`config.mk`:
```
export PLATFORM = sky130hd
export DESIGN_NAME = opal_tx_scheduler_flat
export DESIGN_NICKNAME = d
export VERILOG_FILES = /design/src/rtl/opal_tx_pkg.sv /design/src/rtl/opal_tx_scheduler_if.sv /design/src/rtl/opal_slot_picker.sv /design/src/rtl/opal_tx_scheduler.sv /design/src/flat_wrapper.sv
export SDC_FILE = /design/constraint.sdc
export NUM_CORES = 1
export LEC_CHECK = 0
export BUFFER_PORTS_ARGS = -buffer_cell sky130_fd_sc_hd__buf_2
export CAP_MARGIN = 5
export CORE_MARGIN = 2
export CORE_UTILIZATION = 34
export DETAILED_ROUTE_END_ITERATION = 12
export SLEW_MARGIN = 20
export SYNTH_ARGS = -nofsm -noshare
export SYNTH_HDL_FRONTEND = slang
export SYNTH_SLANG_ARGS = --single-unit
```
`constraint.sdc`:
```
create_clock -name CLK100MHz -period 2.5 [get_ports CLK100MHz]
set_input_delay 0.5 -clock CLK100MHz [delete_from_list [all_inputs] [get_ports CLK100MHz]]
set_output_delay 0.5 -clock CLK100MHz [all_outputs]
set_load 0.03 [all_outputs]
```
`src/rtl/opal_tx_pkg.sv`:
```
// ----------------------------------------------------------------------------
// opal_tx_pkg : shared types and constants for the OPAL transmit scheduler
// Revision: 1.0
// ----------------------------------------------------------------------------
`default_nettype none

package opal_tx_pkg;

  typedef enum logic [1:0] {
    ST_IDLE  = 2'd0,
    ST_SLOTS = 2'd1,
    ST_CHECK = 2'd2,
    ST_GAP   = 2'd3
  } state_t;

  localparam logic [7:0] HEADER_BYTE_DEFAULT = 8'hA5;

  // Slot-index width; kept at least one bit so a single-slot build still has an index.
  function automatic int slot_idx_w(input int n_slots);
    return (n_slots > 1) ? $clog2(n_slots) : 1;
  endfunction

endpackage

`default_nettype wire

```
`src/rtl/opal_tx_scheduler_if.sv`:
```
// ----------------------------------------------------------------------------
// opal_tx_scheduler_if : configuration, slot data and byte-link bundle
// Revision: 1.0
// ----------------------------------------------------------------------------
`default_nettype none

interface opal_tx_scheduler_if #(
  parameter int N_SLOTS  = 16,
  parameter int PERIOD_W = 16
);

  logic                   i_tick;
  logic                   cfg_enable;
  logic [N_SLOTS-1:0]     cfg_slot_mask;
  logic [PERIOD_W-1:0]    cfg_period;
  logic [8*N_SLOTS-1:0]   i_slot_data;
  logic [7:0]             o_data_tx;
  logic                   o_tx_valid;
  logic                   o_frame_start;
  logic                   o_busy;
  logic [15:0]            o_frame_count;

  modport master (
    output i_tick, cfg_enable, cfg_slot_mask, cfg_period, i_slot_data,
    input  o_data_tx, o_tx_valid, o_frame_start, o_busy, o_frame_count
  );

  modport slave (
    input  i_tick, cfg_enable, cfg_slot_mask, cfg_period, i_slot_data,
    output o_data_tx, o_tx_valid, o_frame_start, o_busy, o_frame_count
  );

endinterface

`default_nettype wire

```
`src/rtl/opal_slot_picker.sv`:
```
// ----------------------------------------------------------------------------
// opal_slot_picker : finds the lowest set mask bit strictly above an index
// Revision: 1.0
// ----------------------------------------------------------------------------
`default_nettype none

module opal_slot_picker
  import opal_tx_pkg::*;
#(
  parameter int N_SLOTS = 16,
  parameter int IDX_W   = slot_idx_w(N_SLOTS)
) (
  input  logic [N_SLOTS-1:0]   i_mask,
  input  logic signed [IDX_W:0] i_cur_idx,
  output logic [IDX_W-1:0]     o_next_idx,
  output logic                 o_found
);

  // Scanning downward leaves the lowest qualifying slot as the final winner.
  always_comb begin
    o_next_idx = '0;
    o_found    = 1'b0;
    for (int k = N_SLOTS - 1; k >= 0; k--) begin
      if (i_mask[k] && (k > int'(i_cur_idx))) begin
        o_next_idx = IDX_W'(k);
        o_found    = 1'b1;
      end
    end
  end

endmodule

`default_nettype wire

```
`src/rtl/opal_tx_scheduler.sv`:
```
// ----------------------------------------------------------------------------
// opal_tx_scheduler : emits header, enabled slot bytes and XOR checksum per frame
// Revision: 1.0
// ----------------------------------------------------------------------------
`default_nettype none

module opal_tx_scheduler
  import opal_tx_pkg::*;
#(
  parameter int         N_SLOTS     = 16,
  parameter int         PERIOD_W    = 16,
  parameter logic [7:0] HEADER_BYTE = HEADER_BYTE_DEFAULT
) (
  input  logic               CLK100MHz,
  input  logic               ARESETN,
  opal_tx_scheduler_if.slave bus
);

  localparam int IDX_W = slot_idx_w(N_SLOTS);

  state_t                 state_q, state_d;
  logic [PERIOD_W-1:0]    gap_q, gap_d;
  logic [7:0]             csum_q, csum_d;
  logic [8*N_SLOTS-1:0]   shadow_data_q, shadow_data_d;
  logic [N_SLOTS-1:0]     shadow_mask_q, shadow_mask_d;
  logic [IDX_W-1:0]       idx_q, idx_d;
  logic [7:0]             data_tx_q, data_tx_d;
  logic                   tx_valid_q, tx_valid_d;
  logic                   frame_start_q, frame_start_d;
  logic                   busy_q, busy_d;
  logic [15:0]            frame_count_q, frame_count_d;

  logic [N_SLOTS-1:0]     pick_mask;
  logic signed [IDX_W:0]  pick_cur;
  logic [IDX_W-1:0]       pick_next;
  logic                   pick_found;
  logic [7:0]             slot_byte;

  assign slot_byte = shadow_data_q[{idx_q, 3'b000} +: 8];

  // In IDLE the live mask is searched from index -1 to find the first slot of the
  // upcoming frame; afterwards the shadow mask is walked from the current slot.
  always_comb begin
    if (state_q == ST_IDLE) begin
      pick_mask = bus.cfg_slot_mask;
      pick_cur  = '1;
    end else begin
      pick_mask = shadow_mask_q;
      pick_cur  = {1'b0, idx_q};
    end
  end

  opal_slot_picker #(
    .N_SLOTS (N_SLOTS),
    .IDX_W   (IDX_W)
  ) u_picker (
    .i_mask     (pick_mask),
    .i_cur_idx  (pick_cur),
    .o_next_idx (pick_next),
    .o_found    (pick_found)
  );

  always_comb begin
    state_d       = state_q;
    gap_d         = gap_q;
    csum_d        = csum_q;
    shadow_data_d = shadow_data_q;
    shadow_mask_d = shadow_mask_q;
    idx_d         = idx_q;
    data_tx_d     = data_tx_q;
    tx_valid_d    = 1'b0;
    frame_start_d = 1'b0;
    busy_d        = busy_q;
    frame_count_d = frame_count_q;

    if (bus.i_tick) begin
      case (state_q)
        ST_IDLE: begin
          if (bus.cfg_enable) begin
            data_tx_d     = HEADER_BYTE;
            tx_valid_d    = 1'b1;
            frame_start_d = 1'b1;
            busy_d        = 1'b1;
            csum_d        = HEADER_BYTE;
            shadow_data_d = bus.i_slot_data;
            shadow_mask_d = bus.cfg_slot_mask;
            idx_d         = pick_next;
            state_d       = pick_found ? ST_SLOTS : ST_CHECK;
          end
        end
        ST_SLOTS: begin
          data_tx_d  = slot_byte;
          tx_valid_d = 1'b1;
          csum_d     = csum_q ^ slot_byte;
          idx_d      = pick_next;
          if (!pick_found) begin
            state_d = ST_CHECK;
          end
        end
        ST_CHECK: begin
          data_tx_d     = csum_q;
          tx_valid_d    = 1'b1;
          busy_d        = 1'b0;
          frame_count_d = frame_count_q + 16'd1;
          if (bus.cfg_period == '0) begin
            state_d = ST_IDLE;
          end else begin
            gap_d   = bus.cfg_period;
            state_d = ST_GAP;
          end
        end
        ST_GAP: begin
          gap_d = gap_q - 1'b1;
          if (gap_d == '0) begin
            state_d = ST_IDLE;
          end
        end
        default: state_d = ST_IDLE;
      endcase
    end
  end

  always_ff @(posedge CLK100MHz) begin
    if (!ARESETN) begin
      state_q       <= ST_IDLE;
      gap_q         <= '0;
      csum_q        <= '0;
      shadow_data_q <= '0;
      shadow_mask_q <= '0;
      idx_q         <= '0;
      data_tx_q     <= '0;
      tx_valid_q    <= 1'b0;
      frame_start_q <= 1'b0;
      busy_q        <= 1'b0;
      frame_count_q <= '0;
    end else begin
      state_q       <= state_d;
      gap_q         <= gap_d;
      csum_q        <= csum_d;
      shadow_data_q <= shadow_data_d;
      shadow_mask_q <= shadow_mask_d;
      idx_q         <= idx_d;
      data_tx_q     <= data_tx_d;
      tx_valid_q    <= tx_valid_d;
      frame_start_q <= frame_start_d;
      busy_q        <= busy_d;
      frame_count_q <= frame_count_d;
    end
  end

  assign bus.o_data_tx     = data_tx_q;
  assign bus.o_tx_valid    = tx_valid_q;
  assign bus.o_frame_start = frame_start_q;
  assign bus.o_busy        = busy_q;
  assign bus.o_frame_count = frame_count_q;

endmodule

`default_nettype wire

```
`src/flat_wrapper.sv`:
```
// flat-port wrapper written by rule: the top's interface ports become plain ports
module opal_tx_scheduler_flat import opal_tx_pkg::*;
#(
  parameter int         N_SLOTS     = 16,
  parameter int         PERIOD_W    = 16,
  parameter logic [7:0] HEADER_BYTE = HEADER_BYTE_DEFAULT
)
  (CLK100MHz, ARESETN, bus_i_tick, bus_cfg_enable, bus_cfg_slot_mask, bus_cfg_period, bus_i_slot_data, bus_o_data_tx, bus_o_tx_valid, bus_o_frame_start, bus_o_busy, bus_o_frame_count);
  opal_tx_scheduler_if #(.N_SLOTS(N_SLOTS), .PERIOD_W(PERIOD_W)) bus_i ();
  input  logic CLK100MHz;
  input  logic ARESETN;
  input wire logic [$bits(bus_i.i_tick)-1:0] bus_i_tick;
  input wire logic [$bits(bus_i.cfg_enable)-1:0] bus_cfg_enable;
  input wire logic [$bits(bus_i.cfg_slot_mask)-1:0] bus_cfg_slot_mask;
  input wire logic [$bits(bus_i.cfg_period)-1:0] bus_cfg_period;
  input wire logic [$bits(bus_i.i_slot_data)-1:0] bus_i_slot_data;
  output wire logic [$bits(bus_i.o_data_tx)-1:0] bus_o_data_tx;
  output wire logic [$bits(bus_i.o_tx_valid)-1:0] bus_o_tx_valid;
  output wire logic [$bits(bus_i.o_frame_start)-1:0] bus_o_frame_start;
  output wire logic [$bits(bus_i.o_busy)-1:0] bus_o_busy;
  output wire logic [$bits(bus_i.o_frame_count)-1:0] bus_o_frame_count;
  assign bus_i.i_tick = bus_i_tick;
  assign bus_i.cfg_enable = bus_cfg_enable;
  assign bus_i.cfg_slot_mask = bus_cfg_slot_mask;
  assign bus_i.cfg_period = bus_cfg_period;
  assign bus_i.i_slot_data = bus_i_slot_data;
  assign bus_o_data_tx = bus_i.o_data_tx;
  assign bus_o_tx_valid = bus_i.o_tx_valid;
  assign bus_o_frame_start = bus_i.o_frame_start;
  assign bus_o_busy = bus_i.o_busy;
  assign bus_o_frame_count = bus_i.o_frame_count;
  opal_tx_scheduler #(.N_SLOTS(N_SLOTS), .PERIOD_W(PERIOD_W), .HEADER_BYTE(HEADER_BYTE)) u_core (.CLK100MHz(CLK100MHz), .ARESETN(ARESETN), .bus(bus_i));
endmodule
```
==> flow_summary_export.csv, run 1 <==
group,metric,value,unit
outcome,status,"complete, no violations",
hold_path,min_path_cells,3,
route,wl,27100,µm
logic_synthesis,ys.flop_type,"dfxtp_1",
cts,cts.path.max_buffers,2,
placement,place_congestion,0.870,
flow_run,cap_violations,0,
cells_and_area,layout_common_cells,"nand2_1 (335), dfxtp_1 (198), buf_2 (190)",
worst_setup_path,r2r-start,"u_core.state_q[1]$_SDFFE_PN0P_",
worst_setup_path,critPathKind,"flip-flop to flip-flop",
global_routing,grt_pass1_vias,8003,
global_routing,grt_max_degree,66,
cells_and_area,fillers,2759,
worst_setup_path,crit_chain,"inv_1, ha_2, buf_12, nor2_2, a32oi_1, nand4bb_1, buf_4, or4_1, a21oi_1",
timing,clock.fmax,0.435,GHz
global_routing,use_met1,26.7,%
placement,hpwlAfterDp,19900,µm
logic_synthesis,synth_area,9350,µm²
timing,setup_viol,0,
worst_setup_path,r2r_slack,200,ps
global_routing,grt_remaining_overflow,0,
timing,hold_viol_final,0,
worst_setup_path,r2r_cells,9,
cts,root_buffer,"clkbuf_16",
route,antenna_left,0,
placement,detailedPlace.worstSlack,57.1,ps
route,first_pass_iters,7,
cts,cts_made_buffers,17,
floorplanning,die_area,28900,µm²
placement,port_buffers,190,
route,drc,0,
cells_and_area,syn2layout_area_growth,23.0,%
floorplanning,die_x,170,µm
worst_setup_path,cp-startpoint,"u_core.state_q[1]$_SDFFE_PN0P_",
logic_synthesis,synth-async-reset-ratio,0,%
worst_setup_path,critPathArrivalTime,2660,ps
logic_synthesis,ys_warn_count,0,
timing,finalClockSkew,12.1,ps
global_routing,grt_busiest_layer,"met2",
timing,worst_pin_slew,496,ps
route,drtIter0Drc,663,
global_routing,grt_util_all_layers,18.8,%
timing,slew_headroom,66.6,%
cts,cts_hold_buffers,0,
route,vias,8501,
global_routing,grtUsageMet2,30.0,%
cells_and_area,layout_commonest_cell,"nand2_1",
cts,cts.sinks,200,
cts,h-tree-depth,4,
hold_path,hold_path.class,"primary input to flip-flop",
logic_synthesis,synth_seq_cells,200,
cts,cts_tree,"yes",
worst_setup_path,end_kind,"flip-flop",
cts,path_clk_slew,80,ps
floorplanning,rows,60,
timing,setup_slack,202,ps
worst_setup_path,critPathMaxFanout,19,
logic_synthesis,yosysUniqueCellTypes,64,
cells_and_area,antennaDiodeCount,0,
worst_setup_path,startpoint_type,"flip-flop",
floorplanning,core,27000,µm²
cells_and_area,final_nets,1478,
cts,clock_latency,440,ps
cells_and_area,final_layout_size_suffix_gt1_share,24.6,%
global_routing,grt_pass1_wl,42600,µm
power_and_ir_drop,p_per_area,662,nW/µm²
timing,fin_crit,2300,ps
worst_setup_path,crit_end,"u_core.idx_q[3]$_SDFFE_PN0P_",
timing,tns,0,ps
timing,slew_viol_final,0,
power_and_ir_drop,total_leakage_power,4.42,nW
route,wl_per_cell,16.3,µm
floorplanning,die_y,170,µm
global_routing,grt_use_met3,3.19,%
logic_synthesis,ys_seq_area_share,42.8,%
floorplanning,initial_core_util,34.7,%
worst_setup_path,critPathRequiredTime,2860,ps
timing,rsz0062_at_grt,"no",
logic_synthesis,postSynthAreaPerCell,8.20,µm²
floorplanning,io_pins,191,
global_routing,antenna_found_initial,0,
worst_setup_path,reg2reg_to,"u_core.idx_q[3]$_SDFFE_PN0P_",
route,viasPerCell,5.12,
worst_setup_path,slowest_delay,460,ps
power_and_ir_drop,vdd_drop_max,0.462,mV
timing,min_period_over_period,91.9,%
logic_synthesis,synth_edf_count,0,
logic_synthesis,synth_nets,1312,
logic_synthesis,syn_inst,1141,
worst_setup_path,crit_slowest_cell,"or4_1",
==> synth_stat cells (4+ instances only) <==
cell type / count / area [µm²]
nand2_1: 335 / 1260
dfxtp_1: 200 / 4000
a21oi_1: 180 / 901
nor2_1: 63 / 236
clkbuf_1: 60 / 225
mux4_2: 40 / 901
o21ai_0: 27 / 135
nand3_1: 19 / 95.1
buf_2: 14 / 70.1
inv_1: 14 / 52.6
nor3_1: 14 / 70.1
xor2_1: 14 / 123
and2_1: 12 / 75.1
xnor2_1: 12 / 105
and3_1: 9 / 56.3
nor4_1: 9 / 56.3
a22oi_1: 7 / 52.6
ha_1: 7 / 87.6
nand4_1: 7 / 43.8
o21a_1: 6 / 45.0
mux2i_1: 5 / 50.1
nor2b_1: 5 / 31.3
o22ai_1: 5 / 31.3
or2_2: 5 / 31.3
a221oi_1: 4 / 35.0
a31oi_1: 4 / 25.0
buf_6: 4 / 45.0
o211ai_1: 4 / 30.0
==> repair_timing <==
action / CTS / global route
setup endpoints to repair: 0 / 4
buffers inserted: 0 / 4
gates resized for setup: 0 / 6
==> state kept, by name, indices dropped and copies added (netlist names) <==
name and count:
u_core.bus.o_tx_valid 1, u_core.bus.o_busy 1, u_core.csum_q 8, u_core.bus.o_data_tx 8, u_core.shadow_mask_q 15, u_core.state_q 2
u_core.shadow_data_q 128, u_core.idx_q 4, u_core.bus.o_frame_start 1, u_core.gap_q 16, u_core.bus.o_frame_count 16
==> how the worst min path moves through the flow <==
| stage | start | to | slack [ps] |
|---|---|---|---|
| floorplan | u_core.shadow_mask_q[7]$_SDFFE_PN0P_ | u_core.shadow_mask_q[7]$_SDFFE_PN0P_ | 430 |
| global placement | u_core.shadow_data_q[105]$_SDFFE_PN0P_ | u_core.shadow_data_q[105]$_SDFFE_PN0P_ | 440 |
| detailed placement | u_core.shadow_data_q[50]$_SDFFE_PN0P_ | u_core.shadow_data_q[50]$_SDFFE_PN0P_ | 450 |
| CTS | bus_i_slot_data[76] | u_core.shadow_data_q[76]$_SDFFE_PN0P_ | 270 |
| global route | bus_i_slot_data[87] | u_core.shadow_data_q[87]$_SDFFE_PN0P_ | 270 |
| finish | bus_i_slot_data[76] | u_core.shadow_data_q[76]$_SDFFE_PN0P_ | 290 |
==> area by class of cell <==
type | instances | area, µm² | share of cell area (%)
Multi-Input combinational cell | 840 | 4940 | 43.0
Sequential cell | 200 | 4010 | 34.8
Timing Repair Buffer | 231 | 1420 | 12.4
Clock buffer | 18 | 439 | 3.82
Tap cell | 341 | 427 | 3.71
Clock inverter | 14 | 200 | 1.74
Inverter | 17 | 68.8 | 0.598
==> metrics by stage <==
stage	total power, W	area [µm²]	hold WS (ps)	utilization, %	cells
4_1_cts	0.00767	11400	273	42.5	1657
5_1_grt	0.00797	11500	274	42.7	1661
2_1_floorplan	0.00426	9350	432	-	1141
6_report	0.00762	11500	287	42.7	1661
3_3_place_gp	0.00472	10800	440	40.1	1625
3_5_place_dp	0.00473	10800	445	40.1	1625
==> worst max-delay path: cells and delay by family (launching register included) <==
family / cells / cell delay (ps)
AOI/OAI and AO/OA: 2 / 430
DFF: 1 / 320
and+or+nand+nor: 3 / 780
buffers and inverters: 3 / 440
adders and majority gates: 1 / 260
==> cells by family (layout without fill, tap and decap cells) <==
logic type	Yosys count	count (layout)	synth area share [%]
flip-flops	200	200	42.8
AND/OR/NAND/NOR	496	496	22.6
AO/OA/AOI/OAI	264	264	16.0
multiplexers	47	47	10.4
XOR/XNOR	26	26	2.43
adder cells (fa/ha/maj)	7	7	0.936
buffers and inverters	101	280	4.82
==> report_power, final <==
part | switching (W) | leakage, nW | total [W] | internal [W]
logic | 0.000693 | 2.48 | 0.00123 | 0.000536
registers | 0.000104 | 1.63 | 0.00345 | 0.00335
clock network | 0.00137 | 0.304 | 0.00293 | 0.00156
==> per-layer routing <==
layer,wire length (µm),vias up
li1,-,4268
met1,13000,3967
met2,12400,247
met3,1430,19
met4,266,0
met5,0,-
Note: power is estimated with default switching activity, not from simulation.
==> inputs of run 2 (changes only) <==
--- a/config.mk
+++ b/config.mk
@@ -10,6 +10,7 @@
 export CORE_MARGIN = 2
 export CORE_UTILIZATION = 34
 export DETAILED_ROUTE_END_ITERATION = 12
+export GPL_TIMING_DRIVEN = 0
 export SLEW_MARGIN = 20
 export SYNTH_ARGS = -nofsm -noshare
 export SYNTH_HDL_FRONTEND = slang
==> run 2 against run 1 <==
Critical path type unchanged; non-clock buffer count is 48 higher; clock skew is 12 ps higher; clock power is 2% higher.
==> flow_summary_export.csv, run 2 (synthesized netlist as in run 1, its figures left out) <==
group,metric,value,unit
cts,cts_hold_buffers,0,
placement,dp.cells,1671,
cells_and_area,largest_reg_flops,128,
hold_path,hold_path.class,"primary input to flip-flop",
cells_and_area,post-route-util,42.8,%
route,wl_met2,13900,µm
flow_run,cap_violations,0,
floorplanning,die_x,170,µm
timing,slew_headroom,51.6,%
global_routing,grt_remaining_overflow,0,
cells_and_area,fillers,2777,
cells_and_area,largest_register,"u_core.shadow_data_q",
cells_and_area,final_layout_size_suffix_gt1_share,23.6,%
placement,hpwlAfterDp,23200,µm
timing,finalClockSkew,23.9,ps
timing,min_period_over_period,96.0,%
route,wl_met1,14300,µm
global_routing,grt_util_all_layers,21.1,%
cells_and_area,final_cells,1710,
worst_setup_path,critPathArrivalTime,2770,ps
route,wl,30400,µm
route,wl_per_cell,17.8,µm
route,antenna_left,0,
timing,hold_viol_final,0,
worst_setup_path,critPathRequiredTime,2870,ps
power_and_ir_drop,p_per_area,670,nW/µm²
global_routing,grt_pass1_vias,8318,
route,drtIter0Drc,726,
cells_and_area,final_nets,1526,
route,vias,8937,
outcome,status,"complete, no violations",
route,drc,0,
worst_setup_path,critPathMaxFanout,10,
global_routing,grt_pass1_wl,46300,µm
cts,h-tree-depth,4,
power_and_ir_drop,power,0.00772,W
route,viasPerCell,5.23,
power_and_ir_drop,total_leakage_power,4.42,nW
worst_setup_path,startpoint_type,"flip-flop",
cts,root_buffer,"clkbuf_16",
cells_and_area,layout_commonest_cell,"nand2_1",
floorplanning,die_area,28900,µm²
route,dr_wl_met3,1740,µm
global_routing,grt_max_degree,25,
cts,cts_tree,"yes",
cts,clock_latency,450,ps
route,highest_layer,"met4",
placement,port_buffers,189,
timing,worst_pin_slew,726,ps
timing,setup_viol,0,
cts,cts.sinks,200,
floorplanning,initial_core_util,34.7,%
cts,cts.path.max_buffers,2,
floorplanning,io_pins,191,
worst_setup_path,critPathKind,"flip-flop to flip-flop",
global_routing,antenna_found_initial,1,
timing,holdWs,275,ps
timing,fin_crit,2400,ps
route,first_pass_iters,4,
placement,place_congestion,0.879,
cells_and_area,layout_common_cells,"nand2_1 (335), buf_2 (201), dfxtp_1 (197)",
floorplanning,die_y,170,µm
cts,path_clk_slew,100,ps
floorplanning,rows,60,
floorplanning,core,27000,µm²
timing,clock.fmax,0.417,GHz
power_and_ir_drop,vdd_drop_max,0.476,mV
worst_setup_path,end_kind,"flip-flop",
cells_and_area,syn2layout_area_growth,23.2,%
cts,cts_made_buffers,17,
timing,slew_viol_final,0,
==> run 2: changes by cell type in the layout (fill, tap and decap cells not counted), moves of 3 or more <==
cell / delta
buf_2: +11
clkbuf_1: +50
inv_12: +5
clkbuf_2: +10
buf_4: -19
buf_6: +3
buf_12: -12
==> run 2: path summary, 6_finish.rpt <==
path,from,endpoint,slack (ps),cells after the start
worst max register to register,u_core.state_q[1]$_SDFFE_PN0P_,u_core.state_q[0]$_SDFFE_PN0P_,100,10
worst min register to register,u_core.shadow_mask_q[9]$_SDFFE_PN0P_,u_core.shadow_mask_q[9]$_SDFFE_PN0P_,450,2
worst min-delay path,bus_i_slot_data[75],u_core.shadow_data_q[75]$_SDFFE_PN0P_,280,3
worst max-delay path,u_core.state_q[1]$_SDFFE_PN0P_,u_core.state_q[0]$_SDFFE_PN0P_,100,10
==> run 2: final cells by class <==
cell class / count / area (µm²) / share of cell area [%]
Antenna cell: 1 / 2.50 / 0.0217
Buffer: 83 / 404 / 3.51
Clock buffer: 17 / 425 / 3.69
Clock inverter: 15 / 219 / 1.90
Inverter: 17 / 65.1 / 0.565
Multi-Input combinational cell: 840 / 4980 / 43.2
Sequential cell: 200 / 4010 / 34.8
Tap cell: 341 / 427 / 3.70
Timing Repair Buffer: 196 / 998 / 8.66
==> run 2: stage by stage <==
step / cell area [µm²] / worst slack [ps] / TNS [ps]
6_report: 11500 / 101 / 0
5_1_grt: 11500 / -18.9 / -33.4
4_1_cts: 11400 / 16.5 / 0
3_5_place_dp: 10700 / -438 / -34760
3_3_place_gp: 10700 / -398 / -30910
2_1_floorplan: 9350 / 270 / 0
==> run 2: worst max-delay path, stage by stage (launching register included) <==
cell	delay, ps
dfxtp_2	360
inv_1	90
ha_4	200
buf_6	140
clkbuf_4	200
o31a_1	130
a31oi_2	200
nand4_1	200
o41ai_4	390
o21a_1	230
mux2i_1	180
==> run 2: where the power goes <==
group	internal (W)	switching (W)
clock	0.00143	0.00156
sequential	0.00335	0.0000982
combinational	0.000513	0.000765
total	0.00529	0.00243
==> run 2: what timing repair did <==
item	4_1_cts	5_1_grt
pin swaps	0	4
endpoints found under the hold margin	0	0
buffers inserted	1	6
resized for setup	10	24
setup endpoints to repair	150	94
==> run 2: routing by layer <==
| metal | vias up | track usage (%) |
|---|---|---|
| met4 | 0 | 5.91 |
| met3 | 23 | 2.95 |
| met1 | 4268 | 30.0 |
| li1 | 4357 | - |
| met2 | 289 | 33.4 |
| met5 | - | 0 |
